<file path="config.mk">
export PLATFORM = sky130hd
export DESIGN_NAME = pll_dyn_cfg_flat
export DESIGN_NICKNAME = d
export VERILOG_FILES = /design/src/rtl/pll_dyn_cfg_if.sv /design/src/rtl/pll_dyn_cfg.sv /design/src/flat_wrapper.sv
export SDC_FILE = /design/constraint.sdc
export NUM_CORES = 1
export LEC_CHECK = 0
export BUFFER_PORTS_ARGS = -buffer_cell sky130_fd_sc_hd__buf_2
export CAP_MARGIN = 20
export CORE_AREA = 8 8 97 99
export DETAILED_ROUTE_END_ITERATION = 12
export DIE_AREA = 0 0 105 107
export PLACE_DENSITY = 0.67
export SYNTH_ARGS = -nofsm -noshare
export SYNTH_HDL_FRONTEND = slang
export SYNTH_SLANG_ARGS = --single-unit
</file>
<file path="constraint.sdc">
create_clock -name clk -period 4.31 [get_ports clk]
set_clock_uncertainty 0.15 [all_clocks]
set_input_delay 0.2155 -clock clk [delete_from_list [all_inputs] [get_ports clk]]
set_output_delay 0.2155 -clock clk [all_outputs]
set_load 0.005 [all_outputs]
</file>
<file path="src/rtl/pll_dyn_cfg_if.sv">
// Ratio-set handshake between a host and pll_dyn_cfg.
// Channel k of cfg_odiv sits at bits [10k+9:10k].
interface pll_dyn_cfg_if #(
  parameter int NUM_OUT = 1
);
  logic                  cfg_valid;
  logic                  cfg_ready;
  logic [9:0]            cfg_idiv;
  logic [9:0]            cfg_fdiv;
  logic [10*NUM_OUT-1:0] cfg_odiv;
  logic                  cfg_err;

  modport master (
    output cfg_valid, cfg_idiv, cfg_fdiv, cfg_odiv,
    input  cfg_ready, cfg_err
  );

  modport slave (
    input  cfg_valid, cfg_idiv, cfg_fdiv, cfg_odiv,
    output cfg_ready, cfg_err
  );
endinterface

</file>
<file path="src/rtl/pll_dyn_cfg.sv">
// Dynamic ratio reconfiguration and lock supervision for one GTP_PLL_E3 instance.
// Lock is synchronised, qualified over a stability window, retried on timeout and re-acquired after loss.
module pll_dyn_cfg #(
  parameter int NUM_OUT          = 1,
  parameter int DEF_IDIV         = 2,
  parameter int DEF_FDIV         = 24,
  parameter int DEF_ODIV         = 150,
  parameter int RST_HOLD_CYC     = 16,
  parameter int LOCK_STABLE_CYC  = 64,
  parameter int LOCK_TIMEOUT_CYC = 65536,
  parameter int MAX_RETRY        = 3,
  localparam int RW = (MAX_RETRY > 0) ? $clog2(MAX_RETRY + 1) : 1
) (
  input  logic                   clk,
  input  logic                   rst_n,
  pll_dyn_cfg_if.slave           cfg,
  input  logic                   pll_lock_i,
  output logic                   pll_rst_o,
  output logic                   rstodiv_o,
  output logic [9:0]             dyn_idiv_o,
  output logic [9:0]             dyn_fdiv_o,
  output logic [10*NUM_OUT-1:0]  dyn_odiv_o,
  output logic                   locked_o,
  output logic                   busy_o,
  output logic                   fail_o,
  output logic [RW-1:0]          retry_cnt_o,
  output logic [7:0]             lol_cnt_o
);
  localparam int HW = $clog2(RST_HOLD_CYC + 1);
  localparam int SW = $clog2(LOCK_STABLE_CYC + 1);
  localparam int TW = $clog2(LOCK_TIMEOUT_CYC + 1);

  typedef enum logic [1:0] {S_RST, S_WAIT, S_LOCKED, S_FAIL} state_e;
  state_e state_q, state_d;

  logic                  lock_meta_q, lock_s_q;
  logic [HW-1:0]         hold_q, hold_d;
  logic [SW-1:0]         stable_q, stable_d;
  logic [TW-1:0]         tmo_q, tmo_d;
  logic [RW-1:0]         retry_q, retry_d;
  logic [7:0]            lol_q, lol_d;
  logic [9:0]            idiv_q, idiv_d, fdiv_q, fdiv_d;
  logic [10*NUM_OUT-1:0] odiv_q, odiv_d;
  logic pll_rst_q, pll_rst_d, rstodiv_q, rstodiv_d, locked_q, locked_d;
  logic busy_q, busy_d, fail_q, fail_d, ready_q, ready_d, err_q, err_d;

  logic accept, odiv_zero, cfg_zero, load, stable_hit, timeout_hit, retry_left, lol;

  // cfg_ready is registered, so accept can only occur in LOCKED or FAIL.
  assign accept      = cfg.cfg_valid & ready_q;
  assign cfg_zero    = (cfg.cfg_idiv == 10'd0) | (cfg.cfg_fdiv == 10'd0) | odiv_zero;
  assign load        = accept & ~cfg_zero;
  assign stable_hit  = (state_q == S_WAIT) & lock_s_q & (stable_q == SW'(LOCK_STABLE_CYC - 1));
  assign timeout_hit = (state_q == S_WAIT) & (tmo_q == TW'(LOCK_TIMEOUT_CYC - 1));
  assign retry_left  = retry_q < RW'(MAX_RETRY);
  assign lol         = (state_q == S_LOCKED) & ~lock_s_q & ~load;

  always_comb begin
    odiv_zero = 1'b0;
    for (int k = 0; k < NUM_OUT; k++) begin
      if (cfg.cfg_odiv[10*k +: 10] == 10'd0) odiv_zero = 1'b1;
    end
  end

  always_ff @(posedge clk or negedge rst_n) begin
    if (!rst_n) state_q <= S_RST;
    else        state_q <= state_d;
  end

  // A valid handshake overrides everything, including a simultaneous loss of lock.
  always_comb begin
    state_d = state_q;
    if (load) begin
      state_d = S_RST;
    end else begin
      case (state_q)
        S_RST:    if (hold_q == HW'(RST_HOLD_CYC - 1)) state_d = S_WAIT;
        S_WAIT: begin
          if (stable_hit)       state_d = S_LOCKED;
          else if (timeout_hit) state_d = retry_left ? S_RST : S_FAIL;
        end
        S_LOCKED: if (!lock_s_q) state_d = S_RST;
        default:  state_d = state_q;
      endcase
    end
  end

  always_comb begin
    pll_rst_d = (state_d == S_RST) | (state_d == S_FAIL);
    rstodiv_d = (state_d != S_LOCKED);
    locked_d  = (state_d == S_LOCKED);
    busy_d    = (state_d == S_RST) | (state_d == S_WAIT);
    fail_d    = (state_d == S_FAIL);
    ready_d   = (state_d == S_LOCKED) | (state_d == S_FAIL);
    err_d     = accept & cfg_zero;
  end

  always_comb begin
    hold_d   = '0;
    stable_d = '0;
    tmo_d    = '0;
    retry_d  = retry_q;
    lol_d    = lol_q;
    idiv_d   = idiv_q;
    fdiv_d   = fdiv_q;
    odiv_d   = odiv_q;
    if (state_q == S_RST && state_d == S_RST)              hold_d   = hold_q + HW'(1);
    if (state_q == S_WAIT && state_d == S_WAIT)            tmo_d    = tmo_q + TW'(1);
    if (state_q == S_WAIT && state_d == S_WAIT && lock_s_q) stable_d = stable_q + SW'(1);
    if (load || lol || state_d == S_LOCKED)                retry_d  = '0;
    else if (timeout_hit && !stable_hit && retry_left)     retry_d  = retry_q + RW'(1);
    if (lol && lol_q != 8'hFF)                             lol_d    = lol_q + 8'd1;
    if (load) begin
      idiv_d = cfg.cfg_idiv;
      fdiv_d = cfg.cfg_fdiv;
      odiv_d = cfg.cfg_odiv;
    end
  end

  always_ff @(posedge clk or negedge rst_n) begin
    if (!rst_n) begin
      lock_meta_q <= 1'b0;
      lock_s_q    <= 1'b0;
      hold_q      <= '0;
      stable_q    <= '0;
      tmo_q       <= '0;
      retry_q     <= '0;
      lol_q       <= '0;
      idiv_q      <= 10'(DEF_IDIV);
      fdiv_q      <= 10'(DEF_FDIV);
      odiv_q      <= {NUM_OUT{10'(DEF_ODIV)}};
      pll_rst_q   <= 1'b1;
      rstodiv_q   <= 1'b1;
      locked_q    <= 1'b0;
      busy_q      <= 1'b1;
      fail_q      <= 1'b0;
      ready_q     <= 1'b0;
      err_q       <= 1'b0;
    end else begin
      lock_meta_q <= pll_lock_i;
      lock_s_q    <= lock_meta_q;
      hold_q      <= hold_d;
      stable_q    <= stable_d;
      tmo_q       <= tmo_d;
      retry_q     <= retry_d;
      lol_q       <= lol_d;
      idiv_q      <= idiv_d;
      fdiv_q      <= fdiv_d;
      odiv_q      <= odiv_d;
      pll_rst_q   <= pll_rst_d;
      rstodiv_q   <= rstodiv_d;
      locked_q    <= locked_d;
      busy_q      <= busy_d;
      fail_q      <= fail_d;
      ready_q     <= ready_d;
      err_q       <= err_d;
    end
  end

  assign cfg.cfg_ready = ready_q;
  assign cfg.cfg_err   = err_q;
  assign pll_rst_o     = pll_rst_q;
  assign rstodiv_o     = rstodiv_q;
  assign dyn_idiv_o    = idiv_q;
  assign dyn_fdiv_o    = fdiv_q;
  assign dyn_odiv_o    = odiv_q;
  assign locked_o      = locked_q;
  assign busy_o        = busy_q;
  assign fail_o        = fail_q;
  assign retry_cnt_o   = retry_q;
  assign lol_cnt_o     = lol_q;
endmodule

</file>
<file path="src/flat_wrapper.sv">
// flat-port wrapper written by rule: the top's interface ports become plain ports
module pll_dyn_cfg_flat 
#(
  parameter int NUM_OUT          = 1,
  parameter int DEF_IDIV         = 2,
  parameter int DEF_FDIV         = 24,
  parameter int DEF_ODIV         = 150,
  parameter int RST_HOLD_CYC     = 16,
  parameter int LOCK_STABLE_CYC  = 64,
  parameter int LOCK_TIMEOUT_CYC = 65536,
  parameter int MAX_RETRY        = 3,
  localparam int RW = (MAX_RETRY > 0) ? $clog2(MAX_RETRY + 1) : 1
)
  (clk, rst_n, pll_lock_i, pll_rst_o, rstodiv_o, dyn_idiv_o, dyn_fdiv_o, dyn_odiv_o, locked_o, busy_o, fail_o, retry_cnt_o, lol_cnt_o, cfg_cfg_valid, cfg_cfg_idiv, cfg_cfg_fdiv, cfg_cfg_odiv, cfg_cfg_ready, cfg_cfg_err);
  pll_dyn_cfg_if #(.NUM_OUT(NUM_OUT)) cfg_i ();
  input  logic clk;
  input  logic rst_n;
  input  logic pll_lock_i;
  output logic pll_rst_o;
  output logic rstodiv_o;
  output logic [9:0] dyn_idiv_o;
  output logic [9:0] dyn_fdiv_o;
  output logic [10*NUM_OUT-1:0] dyn_odiv_o;
  output logic locked_o;
  output logic busy_o;
  output logic fail_o;
  output logic [RW-1:0] retry_cnt_o;
  output logic [7:0] lol_cnt_o;
  input wire logic [$bits(cfg_i.cfg_valid)-1:0] cfg_cfg_valid;
  input wire logic [$bits(cfg_i.cfg_idiv)-1:0] cfg_cfg_idiv;
  input wire logic [$bits(cfg_i.cfg_fdiv)-1:0] cfg_cfg_fdiv;
  input wire logic [$bits(cfg_i.cfg_odiv)-1:0] cfg_cfg_odiv;
  output wire logic [$bits(cfg_i.cfg_ready)-1:0] cfg_cfg_ready;
  output wire logic [$bits(cfg_i.cfg_err)-1:0] cfg_cfg_err;
  assign cfg_i.cfg_valid = cfg_cfg_valid;
  assign cfg_i.cfg_idiv = cfg_cfg_idiv;
  assign cfg_i.cfg_fdiv = cfg_cfg_fdiv;
  assign cfg_i.cfg_odiv = cfg_cfg_odiv;
  assign cfg_cfg_ready = cfg_i.cfg_ready;
  assign cfg_cfg_err = cfg_i.cfg_err;
  pll_dyn_cfg #(.NUM_OUT(NUM_OUT), .DEF_IDIV(DEF_IDIV), .DEF_FDIV(DEF_FDIV), .DEF_ODIV(DEF_ODIV), .RST_HOLD_CYC(RST_HOLD_CYC), .LOCK_STABLE_CYC(LOCK_STABLE_CYC), .LOCK_TIMEOUT_CYC(LOCK_TIMEOUT_CYC), .MAX_RETRY(MAX_RETRY)) u_core (.clk(clk), .rst_n(rst_n), .cfg(cfg_i), .pll_lock_i(pll_lock_i), .pll_rst_o(pll_rst_o), .rstodiv_o(rstodiv_o), .dyn_idiv_o(dyn_idiv_o), .dyn_fdiv_o(dyn_fdiv_o), .dyn_odiv_o(dyn_odiv_o), .locked_o(locked_o), .busy_o(busy_o), .fail_o(fail_o), .retry_cnt_o(retry_cnt_o), .lol_cnt_o(lol_cnt_o));
endmodule
</file>
# ---- Word-level counts from Yosys, hierarchy flattened
# Cells that the tools add are included.
dict set report word_totals {
  regBits 80
  input_bits 34
  output_inout_bits 47
  word_cells 78
}
dict set report op_classes {
  addsub 5
  n_lt_le_gt_ge 1
  n_eq_ne 10
  muxes 13
  bitwise 16
  reduce_logical 15
}
# op count
set ops {}
lappend ops {{10-bit logical NOT} 3}
lappend ops {{17-bit by 1-bit adder with 17-bit output, second input constant} 1}
lappend ops {{17-bit by 16-bit == test with 1-bit output, second input constant} 1}
lappend ops {{17-bit 2-to-1 mux} 1}
lappend ops {{2-bit 2-to-1 mux} 8}
lappend ops {{8-bit by 1-bit adder with 8-bit output, second input constant} 1}
lappend ops {{1-bit AND} 8}
lappend ops {{8-bit inequality test, second input constant} 1}
lappend ops {{7-bit by 1-bit adder with 7-bit output, second input constant} 1}
lappend ops {{7-bit by 6-bit == test with 1-bit output, second input constant} 1}
lappend ops {{7-bit 2-to-1 mux} 1}
lappend ops {{2-bit == test, second input constant} 3}
lappend ops {{1-bit logical AND} 6}
lappend ops {{2-bit one-hot mux with 3 select lines} 1}
lappend ops {{5-bit by 1-bit adder with 5-bit output, second input constant} 1}
lappend ops {{5-bit by 4-bit == test with 1-bit output, second input constant} 1}
lappend ops {{5-bit 2-to-1 mux} 1}
lappend ops {{1-bit OR} 5}
lappend ops {{2-bit by 1-bit == test with 1-bit output, second input constant} 2}
lappend ops {{2-bit logical NOT} 2}
lappend ops {{1-bit inverter} 3}
lappend ops {{2-bit by 1-bit adder with 2-bit output, second input constant} 1}
lappend ops {{1-bit logical OR} 2}
lappend ops {{2-bit < comparator, second input constant} 1}
lappend ops {{4 further kinds} 4}

# ---- Logic depth before layout (Yosys ltp)
# Gate-level depths: netlist of the first run.
dict set report logic_depth {
  ltp_word 10
  depth_mapped 14
  ltp_nobuf 14
}

# ---- Worst setup path after synthesis of the first run
# OpenSTA, ideal clock, no wires.
dict set report synth_timing {
  path_type {reg-to-reg}
  start {register u_core.tmo_q[0]}
  end {register u_core.tmo_q[10]}
  setup_ns 0.132
  arrival_time_ns 2.557
  setup_slack_ns 1.471
  path_stages_with_launch 15
  path_buffers 1
  synth_period_minus_slack_ns 2.839
  path_cell_list {dfrtp_1 -> ha_1 -> nand3_1 -> nor2_1 -> nand3_1 -> nor2_1 -> ha_1 -> nor2b_1 -> o21bai_1 -> a22o_1 -> and2_2 -> ha_1 -> nand2_1 -> clkbuf_1 -> nor2_1}
}
dict set report synth_between {
  elab_chain_cells 9
  word_cells_on_any_way 10
  classes_between {1 x add/sub; 2 x eq/ne; 5 x mux; 1 x bitwise; 1 x reduce/logical}
}
# element line_no
set synth_rtl {}
lappend synth_rtl {{from (decl)} pll_dyn_cfg.sv:39} ;# logic [TW-1:0] tmo_q, tmo_d;
lappend synth_rtl {{from (signal assigned)} pll_dyn_cfg.sv:144} ;# tmo_q <= tmo_d;
lappend synth_rtl {{17-bit by 16-bit == test with 1-bit output} pll_dyn_cfg.sv:54} ;# assign timeout_hit = (state_q == S_WAIT) & (tmo_q == TW'(LOCK_TIMEOUT_CYC - 1));
lappend synth_rtl {{1-bit AND} pll_dyn_cfg.sv:54}
lappend synth_rtl {{2-bit 2-to-1 mux} pll_dyn_cfg.sv:80} ;# else if (timeout_hit) state_d = retry_left ? S_RST : S_FAIL;
lappend synth_rtl {{2-bit 2-to-1 mux} pll_dyn_cfg.sv:79} ;# if (stable_hit) state_d = S_LOCKED;
lappend synth_rtl {{2-bit one-hot mux with 3 select lines} pll_dyn_cfg.sv:76} ;# case (state_q)
lappend synth_rtl {{2-bit 2-to-1 mux} pll_dyn_cfg.sv:73} ;# if (load) begin
lappend synth_rtl {{named net u_core.state_d[0]} pll_dyn_cfg.sv:34} ;# state_e state_q, state_d;
lappend synth_rtl {{2-bit by 1-bit == test with 1-bit output} pll_dyn_cfg.sv:108} ;# if (state_q == S_WAIT && state_d == S_WAIT) tmo_d = tmo_q + TW'(1);
lappend synth_rtl {{1-bit logical AND} pll_dyn_cfg.sv:108}
lappend synth_rtl {{17-bit 2-to-1 mux} pll_dyn_cfg.sv:108}
lappend synth_rtl {{named net u_core.tmo_d[10]} pll_dyn_cfg.sv:39}
# The timed path passes the listed nets, and every way through them passes these cells.
# A chain may end at the register's enable or synchronous reset.

# ---- Worst setup path in the final report of the first run
dict set report layout_timing {
  start {input port cfg_cfg_fdiv[5]}
  end {register u_core.tmo_q[15]}
}
dict set report layout_between {
  elab_chain_cells 9
}
# element line_no
set layout_rtl {}
lappend layout_rtl {{from (decl)} flat_wrapper.sv:31} ;# input wire logic [$bits(cfg_i.cfg_fdiv)-1:0] cfg_cfg_fdiv;
lappend layout_rtl {{10-bit logical NOT} pll_dyn_cfg.sv:51} ;# assign cfg_zero = (cfg.cfg_idiv == 10'd0) | (cfg.cfg_fdiv == 10'd0) | odiv_zero;
lappend layout_rtl {{1-bit OR (2 in series)} pll_dyn_cfg.sv:51}
lappend layout_rtl {{1-bit inverter} pll_dyn_cfg.sv:52} ;# assign load = accept & ~cfg_zero;
lappend layout_rtl {{1-bit AND} pll_dyn_cfg.sv:52}
lappend layout_rtl {{2-bit 2-to-1 mux} pll_dyn_cfg.sv:73}
lappend layout_rtl {{named net u_core.state_d[1]} pll_dyn_cfg.sv:34}
lappend layout_rtl {{2-bit by 1-bit == test with 1-bit output} pll_dyn_cfg.sv:108}
lappend layout_rtl {{1-bit logical AND} pll_dyn_cfg.sv:108}
lappend layout_rtl {{17-bit 2-to-1 mux} pll_dyn_cfg.sv:108}
lappend layout_rtl {{named net u_core.tmo_d[15]} pll_dyn_cfg.sv:39}
# The timed path passes the listed nets, and every way through them passes these cells.

==> reports/metrics.yaml, run 1 <==
synth:
  synth_area_sq_um: 3480
  yosysWarnings: 0
  synthDominantCellAreaShare_pct: 50.4
  ys_async_sr_fraction_pct: 100
  synth.area.top_cells: "dfrtp_1 (50%), mux2_2 (9.7%), dfstp_2 (7.6%), xnor2_1 (4.3%), nor2_1 (4.0%)"
  syn-instance-count: 277
  synth.avg_cell_area_sq_um: 12.5
  ys_seq_area_share_pct: 58.0
  synth_top_flop_cell: "dfrtp_1"
  ys_seq_elements: 80
  synth-edff-count: 0
  syn-num-nets: 322
  yosysTopAreaCell: "dfrtp_1"
  ys_types: 39
detailed_routing:
  vias: 2426
  ant_nets: 0
  firstDrtPassIters: 4
  remaining_drc_errors: 0
  vias_per_cell: 4.79
  drt_iter0_drc: 87
  wirelength_mm: 7.41
  drt-wirelength-per-cell_um: 14.6
power_and_ir_drop:
  powerDensity_nw_per_um2: 304
  netSwitchingFraction_pct: 23.9
  vdd_drop_max_v: 0.000149
  p_switching_w: 0.000326
  pwr-share-comb_pct: 7.3
  power.leakage_nw: 2.22
  p_seq_share_pct: 57.2
  clkPwrFrac_pct: 35.5
  intPower_w: 0.00104
clock_network:
  postCtsSetupBuffers: 0
  cts.sinks: 80
  cts_root_buf: "clkbuf_8"
  clk_path_buf_depth: 2
  cts_buffers: 9
  cts.clk_slew.worst_paths_ns: 0.08
  cts_tree: "built"
  insertion_delay_ns: 0.35
  htree_levels: 3
sta:
  rsz0062_at_grt: "false"
  period_share_pct: 72.1
  hold_viol_final: 0
  fin_tns_setup_ns: 0
  fmax_ghz: 0.322
  setup_ws_ns: 1.20
  setup_viol: 0
  maxSlewViolCount: 0
  layout_min_cycle_time_ns: 3.11
  worst_pin_slew_ns: 0.721
  max-slew-margin-rel_pct: 51.9
global_routing:
  grt_max_degree: 81
  antenna_found_initial: 0
  grt_pass1_wl_mm: 12.3
  globalRouteOverflowTotal: 0
  gr-usage-all-layers_pct: 13.5
  grt_pass1_vias: 2560
worst_setup_path:
  cp.arrival_ns: 3.17
  cp-start-kind: "input port"
  endpoint_kind: "flop"
  reg2regPathDepth: 13
  crit_slowest_cell: "dlygate4sd3_1"
  crit_chain: "dlygate4sd3_1 > buf_2 > nor4_1 > nand3_1 > nand4b_4 > a21boi_2 > inv_1 > ha_1 > nand2_1 > nor2_1"
  max_stage_delay_ns: 0.55
  reg2reg_from: "u_core.tmo_q[0]$_DFF_PN0_"
  cp_data_required_time_ns: 4.37
  reg2reg_to: "u_core.tmo_q[15]$_DFF_PN0_"
  cp_max_fo: 41
  path_class: "input port to flop"
  rrSetupSlack_ns: 1.20
placement:
  portBuffers: 80
  dp.cells: 457
  dp_hpwl_mm: 4.99
  place.gp.congestion: 0.775
  pre_cts_ws_ns: 1.19
layout:
  drive_gt1_share_pct: 37.3
  stdcell_count: 507
  num-nets-final: 442
  area_delta_synth_final_pct: 29.1
  antenna_cells: 0
  post-route-util_pct: 56.6
  fillers: 700
die:
  fp.dieW_um: 105
  pin_count: 81
  core-area_sq_um: 7930
  die_h_um: 107
  initial_utilization_pct: 43.8
  die-area_sq_um: 11200
  row_count: 33
run_status:
  status: "completed"
min_path:
  hold_path.class: "input port to async pin"
flow_run:
  drv_cap: 0
-- how the worst max path moves through the flow --
stage,slack [ns],endpoint,start
finish,1.20,u_core.tmo_q[15]$_DFF_PN0_,cfg_cfg_fdiv[5]
global placement,1.28,u_core.tmo_q[10]$_DFF_PN0_,u_core.tmo_q[0]$_DFF_PN0_
detailed placement,1.19,u_core.tmo_q[15]$_DFF_PN0_,u_core.tmo_q[0]$_DFF_PN0_
CTS,1.17,u_core.tmo_q[15]$_DFF_PN0_,u_core.tmo_q[0]$_DFF_PN0_
floorplan,1.47,u_core.tmo_q[10]$_DFF_PN0_,u_core.tmo_q[0]$_DFF_PN0_
global route,0.84,u_core.tmo_q[13]$_DFF_PN0_,u_core.tmo_q[0]$_DFF_PN0_
-- state kept, by name, indices dropped and copies added, names as in the netlist --
| signal | cells |
|---|---|
| u_core.hold_q | 5 |
| u_core.dyn_odiv_o | 10 |
| u_core.retry_cnt_o | 2 |
| u_core.pll_rst_o | 1 |
| u_core.cfg.cfg_err | 1 |
| u_core.dyn_idiv_o | 10 |
| u_core.cfg.cfg_ready | 1 |
| u_core.state_q | 2 |
| u_core.rstodiv_o | 1 |
| u_core.stable_q | 7 |
| u_core.tmo_q | 17 |
| u_core.lol_cnt_o | 8 |
| u_core.lock_meta_q | 1 |
| u_core.lock_s_q | 1 |
| u_core.fail_o | 1 |
| u_core.busy_o | 1 |
| u_core.locked_o | 1 |
| u_core.dyn_fdiv_o | 10 |
-- synthesized netlist by cell type, drive strengths merged (3+ instances only) --
cell type   n
inv         6
and3        6
o21ai       4
mux2       31
nand2      14
xor2       10
and2        3
ha         11
and4        4
dfstp      10
nor4        6
buf         4
nor2       37
nand4       4
dfrtp      70
xnor2      17
nand3      17
-- layout make-up --
| cell class | instances | area, sq um | area share (%) |
|---|---|---|---|
| timing repair buffer | 114 | 761 | 17.0 |
| sequential | 80 | 2010 | 44.9 |
| clock inverter | 6 | 43.8 | 0.976 |
| clock buffer | 10 | 128 | 2.84 |
| multi-input combinational | 186 | 1390 | 30.9 |
| tap | 105 | 131 | 2.93 |
| inverter | 6 | 22.5 | 0.502 |
-- worst max-delay path: cells and delay by family --
kind | cells | cell delay (ns)
buf+inv | 3 | 0.77
simple gates | 5 | 1.65
compound gates | 1 | 0.32
fa+ha+maj | 1 | 0.22
-- cells in the final DEF, fill, tap and decap left out, types with 2 or more instances in the layout --
master and instances:
dlygate4sd3_1 33, dfrtp_1 70, or3_1 2, inv_1 6
nor4_1 6, and2_1 2, clkbuf_8 9, ha_1 11
nor2b_1 2, and3_1 6, nand4_2 2, nor3_2 2
buf_2 79, o21ai_0 4, or2_2 2, and4_1 4
xor2_1 10, mux2_2 30, nand3_1 17, nand3b_1 2
a21oi_1 2, nand2_1 13, clkinv_4 2, nor2_1 37
nand4_1 2, clkinv_2 2, xnor2_1 17, dfstp_2 10
-- per-layer routing --
metal	vias to the layer above	part of all wire [%]	global-route usage [%]
li1	1188	-	-
met1	1163	44	16.4
met2	62	50	21.1
met3	13	3.8	3.72
met4	0	2.5	7.85
met5	-	0	0
-- power groups by stage --
| stage | Sequential (W) | Clock, W | Combinational, W |
|---|---|---|---|
| floorplan | 0.000796 | 0 | 0.0000188 |
| global placement | 0.000794 | 0 | 0.0000732 |
| detailed placement | 0.000795 | 0 | 0.0000739 |
| CTS | 0.000781 | 0.000504 | 0.0000977 |
| global route | 0.000783 | 0.000532 | 0.000110 |
| finish | 0.000781 | 0.000485 | 0.0000990 |
-- through the flow --
stage,power (W),hold slack [ns],instance area [sq um]
finish,0.00136,0.0669,4490
global route,0.00142,0.0582,4490
CTS,0.00138,0.211,4460
detailed placement,0.000869,0.175,3960
global placement,0.000867,0.175,3960
floorplan,0.000815,-0.230,3480
-- timing repair --
item | CTS | global route
endpoints found under the hold margin | 102 | 0
endpoints found under the setup margin | 0 | 0
hold buffers | 33 | 0
resized for setup | 0 | 0
-- cells by family (layout without fill, tap and decap cells) --
logic type	Yosys count	count (layout)	share of synthesized area [%]
simple gates	105	105	16.6
compound gates	11	11	2.09
mux	32	32	10.4
flops	80	80	58.0
xor+xnor	27	27	6.80
buf+inv	11	136	2.16
fa+ha+maj	11	11	3.96
Power figures use the tool's default switching activity.
==> inputs of run 2 (changes only) <==
clock period = 2.9 ns   (was 4.31 ns; I/O delays follow)
==> run 2 against run 1 <==
- cell count is 0.99% higher
- design area rose by 2.4%
- core utilization increased by 1.4 points
- routed wire length rose by 5.1%
- via count grew 2.0%
- clock-buffer cell count unchanged
- global-route usage is 0.52 points higher
- critical path depth up 4
- critical path type is now flop to flop
- largest power group unchanged
==> reports/metrics.yaml, run 2 (synthesis gave the netlist of run 1 again) <==
run_status:
  status: "completed"  # unchanged
flow_run:
  drv_cap: 0  # unchanged
worst_setup_path:
  max_stage_delay_ns: 0.41  # was 0.55 ns
  cp.arrival_ns: 2.77  # was 3.17 ns
  crit_slowest_cell: "dfrtp_1"  # was dlygate4sd3_1
  crit_chain: "ha_2 > nand3_1 > nor2_2 > nand3_1 > nor2_1 > ha_1 > nor2b_2 > o21bai_1 > a22o_1 > and2_2 > ha_1 > and2_1 > nand2_2 > nor2_1"  # was dlygate4sd3_1 > buf_2 > nor4_1 > nand3_1 > nand4b_4 > a21boi_2 > inv_1 > ha_1 > nand2_1 > nor2_1
  path_class: "flop to flop"  # was input port to flop
  critPathTopFamily: "simple AND/OR/NAND/NOR gates"  # unchanged
  cp-start-kind: "flop"  # was input port
  crit_buf_inv: 0  # was 3
  endpoint_kind: "flop"  # unchanged
  cp_max_fo: 6  # was 41
  cp_data_required_time_ns: 2.98  # was 4.37 ns
layout:
  regMostFlops: "u_core.tmo_q"  # unchanged
  layout_common_cells: "buf_2 (79), dfrtp_1 (70), nor2_1 (36), dlygate4sd3_1 (34), mux2_2 (30)"  # was buf_2 (79), dfrtp_1 (70), nor2_1 (37), dlygate4sd3_1 (33), mux2_2 (30)
  drive_gt1_share_pct: 38.8  # was 37.3%
  layout_commonest_cell: "buf_2"  # unchanged
  area_delta_synth_final_pct: 32.2  # was 29.1%
  antenna_cells: 0  # unchanged
  num-nets-final: 448  # was 442
  largest_reg_flops: 17  # unchanged
clock_network:
  postCtsSetupBuffers: 0  # unchanged
  cts_tree: "built"  # unchanged
  cts.sinks: 80  # unchanged
  clk_path_buf_depth: 2  # unchanged
  htree_levels: 3  # unchanged
  cts_root_buf: "clkbuf_8"  # unchanged
  insertion_delay_ns: 0.35  # about the same
  cts_buffers: 9  # unchanged
  cts.clk_slew.worst_paths_ns: 0.09  # was 0.08 ns
detailed_routing:
  drt_iter0_drc: 71  # was 87
  vias: 2475  # was 2426
  vias_per_cell: 4.83  # was 4.79
  firstDrtPassIters: 4  # unchanged
  drt-wirelength-per-cell_um: 15.2  # was 14.6 um
  remaining_drc_errors: 0  # unchanged
  wirelength_mm: 7.79  # was 7.41 mm
  ant_nets: 0  # unchanged
sta:
  hold_viol_final: 0  # unchanged
  setup_ws_ns: 0.211  # was 1.20 ns
  fmax_ghz: 0.372
  rsz0062_at_grt: "false"  # unchanged
  max-slew-margin-rel_pct: 74.9  # was 51.9%
  worst_pin_slew_ns: 0.377  # was 0.721 ns
  period_share_pct: 92.7
  maxSlewViolCount: 0  # unchanged
  layout_min_cycle_time_ns: 2.69
  setup_viol: 0  # unchanged
  fin_tns_setup_ns: 0  # unchanged
die:
  core-area_sq_um: 7930  # unchanged
  die-area_sq_um: 11200  # unchanged
  initial_utilization_pct: 43.8  # unchanged
  pin_count: 81  # unchanged
  row_count: 33  # unchanged
  die_h_um: 107  # unchanged
  fp.dieW_um: 105  # unchanged
placement:
  dp_hpwl_mm: 5.13  # was 4.99 mm
  place.gp.congestion: 0.771  # was 0.775
  portBuffers: 80  # unchanged
  pre_cts_ws_ns: 0.135  # was 1.19 ns
global_routing:
  grt_pass1_wl_mm: 12.7  # was 12.3 mm
  globalRouteOverflowTotal: 0  # unchanged
  grt_max_degree: 81  # unchanged
  antenna_found_initial: 0  # unchanged
  grt_pass1_vias: 2657  # was 2560
  gr-usage-all-layers_pct: 14.0  # was 13.5%
power_and_ir_drop:
  vdd_drop_max_v: 0.000235  # was 0.000149 V
  power.leakage_nw: 2.27  # was 2.22 nW
  powerDensity_nw_per_um2: 477  # was 304 nW/um^2
min_path:
  hold_path.class: "flop to flop"  # was input port to async pin
[run 2: metal layers]
metal	up-vias	wire length [um]	track usage, %
met4	0	204	7.65
met1	1202	3380	16.5
met3	19	282	3.30
met2	51	3920	23.2
li1	1203	-	-
met5	-	0	0
[run 2: worst register-to-register path, cell delays in order, from the launching register on]
cell      delay (ns)
dfrtp_1         0.41
ha_2            0.21
nand3_1         0.11
nor2_2          0.14
nand3_1         0.08
nor2_1          0.10
ha_1            0.16
nor2b_2         0.15
o21bai_1        0.08
a22o_1          0.20
and2_2          0.22
ha_1            0.23
and2_1          0.17
nand2_2         0.12
nor2_1          0.06
[run 2: path summary, 6_finish.rpt]
check,from,end,slack (ns),cells after the start
min reg2reg,u_core.lock_meta_q$_DFF_PN0_,u_core.lock_s_q$_DFF_PN0_,0.20,0
max,u_core.tmo_q[0]$_DFF_PN0_,u_core.stable_q[6]$_DFF_PN0_,0.21,14
max in group asynchronous,rst_n,u_core.dyn_odiv_o[1]$_DFFE_PN1P_,1.36,4
max reg2reg,u_core.tmo_q[0]$_DFF_PN0_,u_core.stable_q[6]$_DFF_PN0_,0.21,14
min,u_core.lock_meta_q$_DFF_PN0_,u_core.lock_s_q$_DFF_PN0_,0.20,0
min in group asynchronous,rst_n,u_core.lock_s_q$_DFF_PN0_,0.61,3
[run 2: final cells by class]
cell class	count	area, sq um
flip-flops and latches	80	2010
well taps	105	131
repair buffers	120	821
inverters	6	22.5
clock inverters	5	82.6
fillers	657	3330
multi-input cells	186	1400
clock buffers	10	128
[run 2: through the flow]
step	std cells	area (sq um)	utilization (%)	total power (W)	hold WS (ns)
5_1_grt	512	4600	58.0	0.00230	0.229
3_5_place_dp	462	4010	50.6	0.00129	0.104
4_1_cts	510	4550	57.4	0.00222	0.205
2_1_floorplan	277	3480	-	0.00121	-0.301
6_report	512	4600	58.0	0.00219	0.203
3_3_place_gp	462	4010	50.6	0.00129	0.104
[run 2: repair_timing]
action,CTS,global route
resized for setup,0,4
hold buffers,33,1
hold endpoints to repair,102,8
setup endpoints to repair,0,23
[run 2: power by group]
part           internal (W)  leakage [nW]  switching [W]  total, W
Clock              0.000484         0.107       0.000398  0.000882
Combinational     0.0000854          1.13      0.0000648  0.000150
Sequential          0.00115          1.04      0.0000150   0.00116
==> inputs of run 3 (changes only) <==
CORE_AREA = 8 8 95 97   (was 8 8 97 99)
DIE_AREA = 0 0 103 105   (was 0 0 105 107)
PLACE_DENSITY = 0.72   (was 0.67)
clock period = 2.3 ns   (was 2.9 ns; I/O delays follow)
==> run 3 against run 2 <==
- the run now ends with negative setup slack left
- fmax increased by 14%
- design area increased by 6.0%
- die area is 3.7% lower
- routed wire length rose by 5.8%
- sequential power up 26%
- power is 37% higher
- global-route usage rose by 2.0 points
- core utilization is 6.8 points higher
- combinational power is 27% higher
- cell count increased by 3.5%
==> reports/metrics.yaml, run 3 (synthesis gave the netlist of run 1 again) <==
run_status:
  status: "complete, but fails checks"  # was completed
  failed_checks: "negative setup slack"
clock_network:
  cts_tree: "built"  # unchanged
  cts_buffers: 9  # unchanged
  cts_root_buf: "clkbuf_8"  # unchanged
  htree_levels: 3  # unchanged
  clk_path_buf_depth: 2  # unchanged
  cts.clk_slew.worst_paths_ns: 0.08  # was 0.09 ns
  insertion_delay_ns: 0.35  # about the same
  cts.sinks: 80  # unchanged
detailed_routing:
  firstDrtPassIters: 4  # unchanged
  wirelength_mm: 8.24  # was 7.79 mm
  drt_iter0_drc: 80  # was 71
  vias: 2565  # was 2475
  remaining_drc_errors: 0  # unchanged
  vias_per_cell: 4.84  # was 4.83
  ant_nets: 0  # unchanged
  drt-wirelength-per-cell_um: 15.5  # was 15.2 um
worst_setup_path:
  cp-start-kind: "flop"  # unchanged
  reg2reg_to: "u_core.stable_q[0]$_DFF_PN0_"  # was u_core.stable_q[6]$_DFF_PN0_
  endpoint_kind: "flop"  # unchanged
  rrSetupSlack_ns: -0.07  # was 0.21 ns
  crit_chain: "and4_1 > nand4_2 > nor2_1 > ha_2 > nor2b_4 > o21bai_1 > a22o_1 > and2_4 > ha_4 > and2_4 > nand2_4 > nor2_1"  # was ha_2 > nand3_1 > nor2_2 > nand3_1 > nor2_1 > ha_1 > nor2b_2 > o21bai_1 > a22o_1 > and2_2 > ha_1 > and2_1 > nand2_2 > nor2_1
  path_class: "flop to flop"  # unchanged
  cp_data_required_time_ns: 2.39  # was 2.98 ns
  max_stage_delay_ns: 0.40  # was 0.41 ns
  cp_max_fo: 6  # unchanged
  crit_slowest_cell: "dfrtp_1"  # unchanged
  reg2reg_from: "u_core.tmo_q[10]$_DFF_PN0_"  # was u_core.tmo_q[0]$_DFF_PN0_
  cp.arrival_ns: 2.46  # was 2.77 ns
  reg2regPathDepth: 12  # was 14
flow_run:
  drv_cap: 0  # unchanged
layout:
  layout_commonest_cell: "buf_2"  # unchanged
  layout_common_cells: "buf_2 (79), dfrtp_1 (70), nor2_1 (35), dlygate4sd3_1 (34), mux2_2 (30)"  # was buf_2 (79), dfrtp_1 (70), nor2_1 (36), dlygate4sd3_1 (34), mux2_2 (30)
  stdcell_count: 530  # was 512
  regMostFlops: "u_core.tmo_q"  # unchanged
  largest_reg_flops: 17  # unchanged
  area_delta_synth_final_pct: 40.2  # was 32.2%
  multi_input_area_sq_um: 1500  # was 1400 sq um
  register_area_sq_um: 2010  # unchanged
  fillers: 592  # was 657
  num-nets-final: 467  # was 448
  drive_gt1_share_pct: 45.0  # was 38.8%
power_and_ir_drop:
  power.leakage_nw: 2.38  # was 2.27 nW
  p_seq_share_pct: 48.6  # was 52.9%
  p_switching_w: 0.000619  # was 0.000477 W
  intPower_w: 0.00239  # was 0.00172 W
  netSwitchingFraction_pct: 20.6  # was 21.8%
  powerDensity_nw_per_um2: 618  # was 477 nW/um^2
  clkPwrFrac_pct: 45.0  # was 40.2%
  fin_total_pwr_w: 0.00301  # was 0.00219 W
  pwr-share-comb_pct: 6.3  # was 6.8%
  vdd_drop_max_v: 0.000347  # was 0.000235 V
sta:
  hold_viol_final: 0  # unchanged
  rsz0062_at_grt: "true"  # was false
  maxSlewViolCount: 0  # unchanged
  fmax_ghz: 0.423  # was 0.372 GHz
  layout_min_cycle_time_ns: 2.37  # was 2.69 ns
  worst_pin_slew_ns: 0.437  # was 0.377 ns
  period_share_pct: 103  # was 92.7%
  setup_ws_ns: -0.0664  # was 0.211 ns
  setup_viol: 24  # was 0
  max-slew-margin-rel_pct: 70.6  # was 74.9%
global_routing:
  grt_max_degree: 52  # was 81
  gr-usage-all-layers_pct: 16.0  # was 14.0%
  globalRouteOverflowTotal: 0  # unchanged
  grt_pass1_vias: 2859  # was 2657
  grt_pass1_wl_mm: 13.5  # was 12.7 mm
  antenna_found_initial: 1  # was 0
die:
  pin_count: 81  # unchanged
  initial_utilization_pct: 46.2  # was 43.8%
  fp.dieW_um: 103  # was 105 um
  die-area_sq_um: 10800  # was 11200 sq um
  core-area_sq_um: 7530  # was 7930 sq um
  row_count: 32  # was 33
  die_h_um: 105  # was 107 um
placement:
  place.gp.congestion: 0.793  # was 0.771
  dp.cells: 475  # was 462
  dp_hpwl_mm: 5.52  # was 5.13 mm
  portBuffers: 80  # unchanged
min_path:
  hold_path.class: "input port to async pin"  # was flop to flop
==> run 3: worst max path at each step <==
stage	startpoint	endpoint	slack, ns	cells past startpoint
CTS	u_core.tmo_q[0]$_DFF_PN0_	u_core.cfg.cfg_ready$_DFF_PN0_	-0.10	12
floorplan	u_core.tmo_q[0]$_DFF_PN0_	u_core.cfg.cfg_ready$_DFF_PN0_	-0.05	12
global placement	u_core.tmo_q[1]$_DFF_PN0_	u_core.cfg.cfg_ready$_DFF_PN0_	-0.05	12
detailed placement	u_core.tmo_q[1]$_DFF_PN0_	u_core.stable_q[5]$_DFF_PN0_	-0.11	14
finish	u_core.tmo_q[10]$_DFF_PN0_	u_core.stable_q[0]$_DFF_PN0_	-0.07	12
global route	u_core.tmo_q[0]$_DFF_PN0_	u_core.stable_q[2]$_DFF_PN0_	-0.20	14
==> run 3: stage by stage <==
step                      utilization (%)  hold WS [ns]  setup TNS [ns]  worst slack, ns  area (sq um)
after floorplan                         -        -0.331          -0.729          -0.0504          3560
after global placement               55.8       -0.0835          -0.571          -0.0495          4200
after detailed placement             55.8       -0.0800           -2.03           -0.112          4200
after CTS                            64.2        0.0811           -1.70           -0.101          4830
after global routing                 64.7         0.112           -4.88           -0.199          4870
final                                64.7        0.0784          -0.678          -0.0664          4870
==> run 3: layout make-up <==
| type | instances | area share, % |
|---|---|---|
| clock buffer | 10 | 2.62 |
| multi-input combinational | 186 | 30.7 |
| inverter | 6 | 0.462 |
| timing repair buffer | 139 | 19.4 |
| tap | 102 | 2.62 |
| clock inverter | 6 | 2.82 |
| sequential | 80 | 41.3 |
| antenna | 1 | 0.0514 |
==> run 3: what timing repair did <==
item / in CTS / in global routing
setup buffers: 2 / 2
hold buffers: 34 / 0
pin swaps: 4 / 1
endpoints found under the hold margin: 107 / 0
resized for setup: 2 / 7
setup endpoints to repair: 29 / 37
==> run 3: routing by layer <==
| layer | global-route usage [%] | vias up | part of all wire, % |
|---|---|---|---|
| met5 | 0 | - | 0 |
| met4 | 9.72 | 0 | 3.4 |
| met3 | 4.18 | 22 | 4.4 |
| met2 | 26.6 | 58 | 52 |
| met1 | 17.7 | 1241 | 40 |
| li1 | - | 1244 | - |
==> run 3: critical path, delay by kind of cell, from the launching register on <==
kind	cells	cell delay, ns
simple gates	8	1.09
compound gates	2	0.27
flops	1	0.40
fa+ha+maj	2	0.36
==> run 3: power groups by stage <==
stage | clock [W] | combinational, W | sequential, W
5_1_grt | 0.00144 | 0.000210 | 0.00147
4_1_cts | 0.00138 | 0.000192 | 0.00146
2_1_floorplan | 0 | 0.0000358 | 0.00149
3_5_place_dp | 0 | 0.000146 | 0.00149
6_report | 0.00136 | 0.000191 | 0.00146
3_3_place_gp | 0 | 0.000142 | 0.00149
